File: src/rtl/pipe_de_vec.sv
// Decode-to-execute pipeline register for the vector datapath.
// Holds on stall, inserts bubbles on flush or empty decode, and counts inserted bubbles.
module pipe_de_vec #(
   parameter int WIDTH     = 32,
   parameter int LANES     = 4,
   parameter int REG_BITS  = 5,
   parameter int CNT_WIDTH = 16
) (
   input  logic                   CLK,
   input  logic                   CLR_N,
   input  logic                   STALL,
   input  logic                   FLUSH,
   input  logic                   VALID_D,
   input  logic                   VEC_D,
   input  logic [LANES-1:0]       LANE_MASK_D,
   input  logic                   REG_WRITE_D,
   input  logic                   MEM_TO_REG_D,
   input  logic                   MEM_WRITE_D,
   input  logic [3:0]             ALU_CONTROL_D,
   input  logic [1:0]             ALU_SRC_D,
   input  logic [LANES*WIDTH-1:0] RD1_D,
   input  logic [LANES*WIDTH-1:0] RD2_D,
   input  logic [REG_BITS-1:0]    RA1_D,
   input  logic [REG_BITS-1:0]    RA2_D,
   input  logic [REG_BITS-1:0]    WRITE_REG_D,
   input  logic [WIDTH-1:0]       SIGN_IMM_D,
   input  logic [2:0]             SHIFT_D,
   output logic                   VALID_E,
   output logic                   VEC_E,
   output logic [LANES-1:0]       LANE_MASK_E,
   output logic                   REG_WRITE_E,
   output logic                   MEM_TO_REG_E,
   output logic                   MEM_WRITE_E,
   output logic [3:0]             ALU_CONTROL_E,
   output logic [1:0]             ALU_SRC_E,
   output logic [LANES*WIDTH-1:0] RD1_E,
   output logic [LANES*WIDTH-1:0] RD2_E,
   output logic [REG_BITS-1:0]    RA1_E,
   output logic [REG_BITS-1:0]    RA2_E,
   output logic [REG_BITS-1:0]    WRITE_REG_E,
   output logic [WIDTH-1:0]       SIGN_IMM_E,
   output logic [2:0]             SHIFT_E,
   output logic [CNT_WIDTH-1:0]   BUBBLE_COUNT
);

   localparam logic [3:0] ALU_NOP = 4'hF;

   logic                   load_bubble;
   logic                   no_lanes;
   logic [LANES-1:0]       eff_mask;
   logic [LANES*WIDTH-1:0] rd1_masked;
   logic [LANES*WIDTH-1:0] rd2_masked;

   // Scalar ops always occupy lane 0 alone; vector ops use the decoded mask.
   always_comb begin
      load_bubble = FLUSH | (~STALL & ~VALID_D);
      eff_mask    = VEC_D ? LANE_MASK_D : LANES'(1);
      no_lanes    = VEC_D & ~(|LANE_MASK_D);
      rd1_masked  = '0;
      rd2_masked  = '0;
      for (int i = 0; i < LANES; i++) begin
         if (eff_mask[i]) begin
            rd1_masked[i*WIDTH +: WIDTH] = RD1_D[i*WIDTH +: WIDTH];
            rd2_masked[i*WIDTH +: WIDTH] = RD2_D[i*WIDTH +: WIDTH];
         end
      end
   end

   // State changes on the falling edge; flush outranks stall, stall outranks load.
   always_ff @(negedge CLK or negedge CLR_N) begin
      if (!CLR_N) begin
         VALID_E       <= 1'b0;
         VEC_E         <= 1'b0;
         LANE_MASK_E   <= '0;
         REG_WRITE_E   <= 1'b0;
         MEM_TO_REG_E  <= 1'b0;
         MEM_WRITE_E   <= 1'b0;
         ALU_CONTROL_E <= ALU_NOP;
         ALU_SRC_E     <= '0;
         RD1_E         <= '0;
         RD2_E         <= '0;
         RA1_E         <= '0;
         RA2_E         <= '0;
         WRITE_REG_E   <= '0;
         SIGN_IMM_E    <= '0;
         SHIFT_E       <= '0;
         BUBBLE_COUNT  <= '0;
      end else if (load_bubble) begin
         VALID_E       <= 1'b0;
         VEC_E         <= 1'b0;
         LANE_MASK_E   <= '0;
         REG_WRITE_E   <= 1'b0;
         MEM_TO_REG_E  <= 1'b0;
         MEM_WRITE_E   <= 1'b0;
         ALU_CONTROL_E <= ALU_NOP;
         ALU_SRC_E     <= '0;
         RD1_E         <= '0;
         RD2_E         <= '0;
         RA1_E         <= '0;
         RA2_E         <= '0;
         WRITE_REG_E   <= '0;
         SIGN_IMM_E    <= '0;
         SHIFT_E       <= '0;
         if (BUBBLE_COUNT != '1) begin
            BUBBLE_COUNT <= BUBBLE_COUNT + CNT_WIDTH'(1);
         end
      end else if (!STALL) begin
         VALID_E       <= 1'b1;
         VEC_E         <= VEC_D;
         LANE_MASK_E   <= eff_mask;
         REG_WRITE_E   <= REG_WRITE_D & ~no_lanes;
         MEM_TO_REG_E  <= MEM_TO_REG_D;
         MEM_WRITE_E   <= MEM_WRITE_D & ~no_lanes;
         ALU_CONTROL_E <= ALU_CONTROL_D;
         ALU_SRC_E     <= ALU_SRC_D;
         RD1_E         <= rd1_masked;
         RD2_E         <= rd2_masked;
         RA1_E         <= RA1_D;
         RA2_E         <= RA2_D;
         WRITE_REG_E   <= WRITE_REG_D;
         SIGN_IMM_E    <= SIGN_IMM_D;
         SHIFT_E       <= SHIFT_D;
      end
   end

endmodule
File: config.mk
export PLATFORM = sky130hd
export DESIGN_NAME = pipe_de_vec
export DESIGN_NICKNAME = d
export VERILOG_FILES = /design/src/rtl/pipe_de_vec.sv
export SDC_FILE = /design/constraint.sdc
export NUM_CORES = 1
export LEC_CHECK = 0
export ABC_AREA = 1
export CAP_MARGIN = 20
export CORE_AREA = 2 2 258 260
export DETAILED_ROUTE_END_ITERATION = 7
export DIE_AREA = 0 0 260 262
export HOLD_SLACK_MARGIN = 0.02
export PLACE_DENSITY = 0.52
export SLEW_MARGIN = 10
export SYNTH_ARGS = -nofsm -noshare
export SYNTH_HDL_FRONTEND = slang
export SYNTH_SLANG_ARGS = --single-unit
File: constraint.sdc
create_clock -name CLK -period 4.9 [get_ports CLK]
set_clock_uncertainty 0.05 [all_clocks]
set_input_delay 0.98 -clock CLK [delete_from_list [all_inputs] [get_ports CLK]]
set_output_delay 0.98 -clock CLK [all_outputs]
set_load 0.02 [all_outputs]
# Yosys cells after proc, flatten, opt, wreduce, memory -nomap -nowiden

Cells that the tools add are included.

Reductions and logical operators: 2
Eq/ne operators: 2
Magnitude comparators: 0
Multipliers: 0
Muxes and demuxes: 39
$add $sub $neg: 1
Shifts and indexed selects: 0
Bitwise logic cells: 9
Divide/modulo/power cells: 0

Operators with widths:

| operator              | number |
|---|---|
| $mux 128              | 4 |
| $mux 32               | 10 |
| $mux 5                | 6 |
| $mux 4                | 5 |
| $add 16x1->16 const B | 1 |
| $ne 16x16->1 const B  | 1 |
| $mux 1                | 10 |
| $mux 3                | 2 |
| $and 1x1->1           | 4 |
| $mux 2                | 2 |
| $not 1->1             | 4 |
| $reduce_or 4->1       | 1 |
| $ne 2x1->1 const B    | 1 |
| $reduce_and 2->1      | 1 |
| $or 1x1->1            | 1 |

Latch bits: 0
RAM bits: 0
Memories kept: 0
Flip-flop bits (word level): 337
Word-level logic and storage cells: 69
Bits in read-only memories: 0

# Longest topological paths before layout

Gate-level depths: netlist of run 1.

Word-level depth: 7
Gate-level depth with buffers: 9
Gate-level depth less buffers: 9

==> results of run 1 <==
-- stage by stage --
step,std cells,utilization [%]
2_1_floorplan,1421,-
3_3_place_gp,2934,32.90
3_5_place_dp,2934,32.90
4_1_cts,3012,34.47
5_1_grt,3016,34.48
6_report,3017,34.48
-- cell usage after synthesis (all sizes together) --
cell type	number
ha	1
nand4	9
a22o	53
clkbuf	30
buf	62
nor3	1
nand3b	1
xnor2	4
nand2	534
a21oi	1
inv	86
o21ai	69
dfstp	4
dfrtn	333
o22a	4
nand3	204
nor2	24
clkinv	1
-- worst paths after layout --
path,slack (ns),to,depth (start not counted)
setup / recovery,0.04,RD2_E[52],1
hold / removal,0.37,RD2_E[33],2
setup reg to reg,2.90,BUBBLE_COUNT[0],8
hold reg to reg,0.37,RD2_E[33],2
max in group asynchronous,1.41,RD2_E[91],3
min in group asynchronous,2.60,RD2_E[113],1
-- flip-flops by register name (all words and copies together) (netlist names), 2 cells and up --
signal,flops
LANE_MASK_E,4
SIGN_IMM_E,32
RD1_E,128
RD2_E,128
RA2_E,5
RA1_E,5
SHIFT_E,3
BUBBLE_COUNT,16
WRITE_REG_E,5
ALU_CONTROL_E,4
ALU_SRC_E,2
-- metal layers --
metal  vias to the layer above  share of wire [%]  track usage [%]  wire [um]
met5                         -                  0                0          0
met4                         0                2.6            4.757       1371
met3                        76                6.2            3.385       3280
met1                      6009                 41            17.99      21300
met2                       431                 51            25.96      26570
li1                       5972                  -                -          -
-- power groups by stage --
stage | Sequential [mW] | Combinational, mW | Clock, mW
2_1_floorplan | 3.13 | 0.215 | 0.00635
3_3_place_gp | 3.02 | 1.00 | 0.00635
3_5_place_dp | 3.02 | 1.01 | 0.00635
4_1_cts | 2.98 | 0.951 | 3.30
5_1_grt | 2.99 | 1.00 | 3.42
6_report | 2.98 | 0.930 | 3.19
-- cell type report --
class	instances	area share, %
multi-input combinational	905	18.33
clock inverter	18	0.7227
tap	864	4.803
timing repair buffer	745	31.56
inverter	86	1.468
clock buffer	61	5.620
sequential	337	37.49
antenna	1	0.01112
-- timing repair --
item | in CTS | in global routing
gates cloned | 0 | 0
setup endpoints to repair | 337 | 12
resized for setup | 373 | 10
setup buffers | 0 | 4
pin swaps | 0 | 0
-- cell families after synthesis --
kind of cell	after synthesis	share of synthesized area [%]
buffers and inverters	179	5.679
xor gates and xnor gates	4	0.2632
DFF	337	63.41
and+or+nand+nor	773	24.17
AOI/OAI and AO/OA	127	6.384
adders and majority gates	1	0.09401
==> reports/results.ini, run 1 <==
[die]
core_area_sq_um=65280
dieArea_sq_um=68120
placementRows=94
initial_utilization_pct=20.39
die_w_um=260
die_h_um=262
ios=662

[worst_setup_path]
start_kind=flip-flop
cp-startpoint=RD2_E[52]
worst_path_max_delay_cell=dfrtn_1
rr_startpoint=BUBBLE_COUNT[0]
cpLargestDelayFamily=flip-flops
cp-end-kind=output port
critical-path-max-stage-delay_ns=0.48
crit_chain=dlygate4sd2_1
path_max_fanout=2
crit_required_ns=3.87
worstSetupPathType=flip-flop to output port
crit_buf_inv=1
cp.arrival_ns=3.83

[sta]
slew_violations=0
hold_ws_ns=0.3677
tightest_slew_ns=0.7392
setup_viol=0
setup_ws_ns=0.03533
maxSlewHeadroom_pct=50.72
fin_setup_tns_ns=0
rsz0062_at_grt=false
hold_viol_final=0

[power]
total_power_mw=7.099
p_per_area_nw_per_um2=315.4
pwr-share-seq_pct=41.9
ir_drop_v=0.0001870
power.internal_mw=5.298
p_clk_share_pct=45.0
combPwrFrac_pct=13.1
switching_power_mw=1.801
leakagePower_nw=12.30
swShare_pct=25.36

[clocking]
cts-hold-fix-buffers=0
cts.sinks=337
cts_tree=yes
insertion_delay_ns=0.55
numCtsBuffers=41
htree_num_levels=2
cts_root_buf=clkbuf_16
path_clk_slew_ns=0.04
clk_path_buf_depth=3

[yosys]
syn_area_sq_um=13310
syn_nets=1747
syn_area_per_cell_sq_um=9.365
ys_warn_count=0
synthCells=1421
synthTopCellsByArea=dfrtn_1, nand2_1, nand3_1, a22o_1, o21ai_0
ys_seq_area_share_pct=63.41
ys_types=26
synth_top_cell_by_area=dfrtn_1
ys_ff_latch=337
yosys.area.top_type_share_pct=62.62

[detailed_routing]
drc=0
viasPerCell=4.139
post_drt_wl_per_cell_um=17.41
first_pass_iters=5
vias=12488
detail-route-antenna-nets=0
drtIter0Drc=652
wirelength_um=52520

[final_layout]
syn_to_final_growth_pct=69.13
final_common_cell=nand2_1
fillers=6756
stdcell_area_sq_um=22510
drive_gt1_share_pct=8.457
nNetsFinal=2446
multiInputGateArea_sq_um=4125
most-common-layout-cells=nand2_1, dfrtn_1, clkdlybuf4s50_1, dlygate4sd2_1, nand3_1
regArea_sq_um=8438

[placement]
post-place-ws_ns=-0.2067
dpl_cell_area_sq_um=21470
port_buffers=661
place.detailed.hpwl_um=39510
globalplace.congestion=0.8225

[global_route]
grt_usage_pct=14.82
grt_pass1_vias=13040
grt_pass1_wl_um=78940
grt_overflow=0
antenna_found_initial=0
grt_start_max_net_pins=66

[worst_hold_path]
hold_path.class=flip-flop to flip-flop
hold_start=RD2_E[33]

[flow_run]
drv_cap=0

[status]
status=finished clean

Power figures use the tool's default switching activity.
==> inputs of run 2 (changes only) <==
--- a/config.mk
+++ b/config.mk
@@ -16,3 +16,4 @@
 export SYNTH_ARGS = -nofsm -noshare
 export SYNTH_HDL_FRONTEND = slang
 export SYNTH_SLANG_ARGS = --single-unit
+export TNS_END_PERCENT = 10
==> run 2 against run 1 <==
  * Non-clock buffer count down 3
  * Routed wire length about the same
  * Design area down 0.13%
  * Hold slack about the same
  * Critical path type unchanged
  * First-iteration DRC count down 4.9%
  * Setup slack better by 0.0047 ns
  * Register-to-register slack about the same
  * Combinational power about the same
  * Clock power about the same
  * Critical path depth unchanged
==> reports/results.ini, run 2 (synthesized netlist as in run 1, its figures left out) <==
[die]
initial_utilization_pct=20.39  ; unchanged
placementRows=94  ; unchanged
core_area_sq_um=65280  ; unchanged
ios=662  ; unchanged
die_w_um=260  ; unchanged
die_h_um=262  ; unchanged
dieArea_sq_um=68120  ; unchanged

[clocking]
path_clk_slew_ns=0.04  ; about the same
cts_root_buf=clkbuf_16
insertion_delay_ns=0.55  ; about the same
clk_path_buf_depth=3  ; unchanged
numCtsBuffers=41  ; unchanged
cts.sinks=337  ; unchanged
cts-hold-fix-buffers=0  ; unchanged
cts_tree=yes
htree_num_levels=2  ; unchanged

[global_route]
antenna_found_initial=0  ; unchanged
grt_pass1_wl_um=78940  ; unchanged
grt_overflow=0  ; unchanged
grt_usage_pct=14.82  ; unchanged
grt_start_max_net_pins=66  ; unchanged
grt_pass1_vias=13040  ; unchanged

[worst_setup_path]
worstSetupPathType=flip-flop to output port
critical-path-max-stage-delay_ns=0.47  ; about the same
crit_required_ns=3.87  ; about the same
ff2ff_path_depth=8  ; unchanged
reg2reg_setup_slack_ns=2.90  ; about the same
worst_path_max_delay_cell=dfrtn_1
crit_chain=dlygate4sd2_1
r2r-end=BUBBLE_COUNT[0]
cp-end-kind=output port
path_max_fanout=2  ; unchanged
critical_path_depth=1  ; unchanged
start_kind=flip-flop
cp.arrival_ns=3.83  ; about the same
cpLargestDelayFamily=flip-flops
crit_buf_inv=1  ; unchanged
rr_startpoint=BUBBLE_COUNT[0]

[detailed_routing]
first_pass_iters=5  ; unchanged
post_drt_wl_per_cell_um=17.42  ; about the same
viasPerCell=4.137  ; about the same
drc=0  ; unchanged
wirelength_um=52490  ; about the same
vias=12470  ; -0.14%
detail-route-antenna-nets=0  ; unchanged
drtIter0Drc=620  ; -4.9%

[worst_hold_path]
hold_start=RD2_E[33]
whs_path_depth=2  ; unchanged
hold_path.class=flip-flop to flip-flop
hold_end=RD2_E[33]

[final_layout]
nNetsFinal=2443  ; -0.12%
most-common-layout-cells=nand2_1, dfrtn_1, clkdlybuf4s50_1, dlygate4sd2_1, nand3_1
final_common_cell=nand2_1
syn_to_final_growth_pct=68.92
final_cells=3014  ; -0.099%
largestRegisters=RD1_E (128), RD2_E (128), SIGN_IMM_E (32)
stdcell_area_sq_um=22480  ; -0.13%
drive_gt1_share_pct=8.329  ; -0.13 points

[flow_run]
drv_cap=0  ; unchanged

[placement]
globalplace.congestion=0.8225  ; unchanged
place.detailed.hpwl_um=39510  ; unchanged
port_buffers=661  ; unchanged
numPlacedInstances=2934  ; unchanged
dpl_cell_area_sq_um=21470  ; unchanged

[sta]
slew_violations=0  ; unchanged
tightest_slew_ns=0.7312  ; -0.008047 ns
maxSlewHeadroom_pct=51.26  ; +0.54 points
hold_viol_final=0  ; unchanged
rsz0062_at_grt=false
setup_viol=0  ; unchanged

[power]
p_per_area_nw_per_um2=315.7  ; +0.10%
ir_drop_v=0.0001864  ; -0.30%
total_power_mw=7.097  ; about the same
leakagePower_nw=12.28  ; -0.12%

[status]
status=finished clean

-- run 2: cell types whose count changed in the layout (fill, tap and decap cells not counted), sizes merged --
cell and delta:
buf -2, clkdlybuf4s15 -1
-- run 2: worst max-delay path by stage --
stage / slack, ns / start / to
floorplan: 0.37 / VALID_D / RD1_E[10]
finish: 0.04 / RD2_E[52] / RD2_E[52]
detailed placement: -0.21 / STALL / ALU_SRC_E[0]
global route: 0.0006 / RD2_E[84] / RD2_E[84]
CTS: 0.0007 / ALU_CONTROL_E[2] / ALU_CONTROL_E[2]
global placement: -0.23 / VALID_D / SIGN_IMM_E[6]
-- run 2: power by group --
| group | switching (mW) | total (mW) | internal, mW |
|---|---|---|---|
| Sequential | 0.0727 | 2.98 | 2.90 |
| Combinational | 0.480 | 0.929 | 0.448 |
| Clock | 1.25 | 3.19 | 1.95 |
| Total | 1.80 | 7.10 | 5.30 |
-- run 2: routing by layer --
| layer | GRT usage (%) | routed length [um] | vias to the layer above |
|---|---|---|---|
| li1 | - | - | 5968 |
| met1 | 17.99 | 21180 | 5982 |
| met2 | 25.96 | 26560 | 442 |
| met3 | 3.385 | 3379 | 78 |
| met4 | 4.757 | 1375 | 0 |
| met5 | 0 | 0 | - |
-- run 2: layout make-up --
type | count | area (sq um)
fill | 6755 | 42800
sequential | 337 | 8438
timing repair buffer | 742 | 7074
multi-input combinational | 905 | 4125
clock buffer | 61 | 1265
tap | 864 | 1081
inverter | 86 | 330.3
clock inverter | 18 | 162.7
antenna | 1 | 2.502
-- run 2: repair_timing --
action,4_1_cts,5_1_grt
setup buffers,0,1
setup endpoints to repair,337,12
resized for setup,373,11
cloned,0,0
-- run 2: per-stage QoR --
step           setup TNS [ns]  hold slack (ns)  setup slack (ns)  utilization, %
2_1_floorplan               0           0.4857            0.3656               -
3_3_place_gp           -51.98           0.3728           -0.2258           32.90
3_5_place_dp           -40.65           0.3743           -0.2067           32.90
4_1_cts                     0           0.3726         0.0006746           34.47
5_1_grt                     0           0.3840         0.0005773           34.43
6_report                    0           0.3676           0.04008           34.44
==> RTL edit (config.mk and constraints of run 2) <==
Set the parameter `LANES` to 8 (it was 4).
--- a/src/rtl/pipe_de_vec.sv
+++ b/src/rtl/pipe_de_vec.sv
@@ -2,7 +2,7 @@
 // Holds on stall, inserts bubbles on flush or empty decode, and counts inserted bubbles.
 module pipe_de_vec #(
    parameter int WIDTH     = 32,
-   parameter int LANES     = 4,
+   parameter int LANES     = 8,
    parameter int REG_BITS  = 5,
    parameter int CNT_WIDTH = 16
 ) (
Interface: changed (6 resized); port bits go from 662 to 1182. The function was not compared with the original's and may differ.
==> RTL edit against run 2 <==
The flow now stops in I/O pin placement. Synthesized area increased by 76%. Synthesized cell count rose by 79%.
==> RTL edit: results (changes against run 2) <==
Outcome
  • Outcome: did not finish
  • First error: [ERROR PPL-0024] Number of IO pins (1182) exceeds maximum number of available positions (940). Increase the die perimeter from 1044.00um to 1607.52um.
  • Exit stage: I/O pin placement

Synth
  • Most used standard cells in the synthesized netlist: nand2_1, dfrtn_1, nand3_1, clkbuf_1, inv_1
  • Synth Net Count: 3126 (+79%)
  • Synth Area in XOR/XNOR: 0.150% (-0.11 points)
  • Sequential-to-total area share from yosys stat: 64.0% (+0.56 points)
  • Mux contribution to synthesized area: 0% (unchanged)
  • Share of synthesized flip-flops with an asynchronous set or reset: 100% (unchanged)
  • Most frequently used cell type in the post-synthesis netlist: nand2_1
  • Largest cells by area after synthesis: dfrtn_1, nand2_1, nand3_1
  • Synth warn: 0 (unchanged)
  • Count of different cell masters after synthesis: 23 (-12%)
  • Post-Syn Instances: 2540 (+79%)
  • Combinational family with the most area after synthesis: simple AND/OR/NAND/NOR gates
  • Number of register bits inferred by synthesis: 597 (+77%)
  • Area share of fa/ha/maj cells after synthesis: 0.0536% (-0.040 points)
  • Complex-gate fraction of the synthesized area: 3.72% (-2.7 points)
[RTL edit: cell types whose count changed after synthesis, sizes merged, moves of 2 or more]
cell / run 2 / this run
nand2: 534 / 1050
dfrtn: 333 / 593
nand3: 204 / 459
clkbuf: 30 / 87
buf: 62 / 90
nor2: 24 / 28
inv: 86 / 84
[RTL edit: kinds of logic after synthesis]
| kind of cell | after synthesis |
|---|---|
| AO/OA/AOI/OAI | 128 |
| XOR/XNOR | 4 |
| adder cells (fa/ha/maj) | 1 |
| buffers and inverters | 261 |
| flip-flops | 597 |
| AND/OR/NAND/NOR | 1549 |
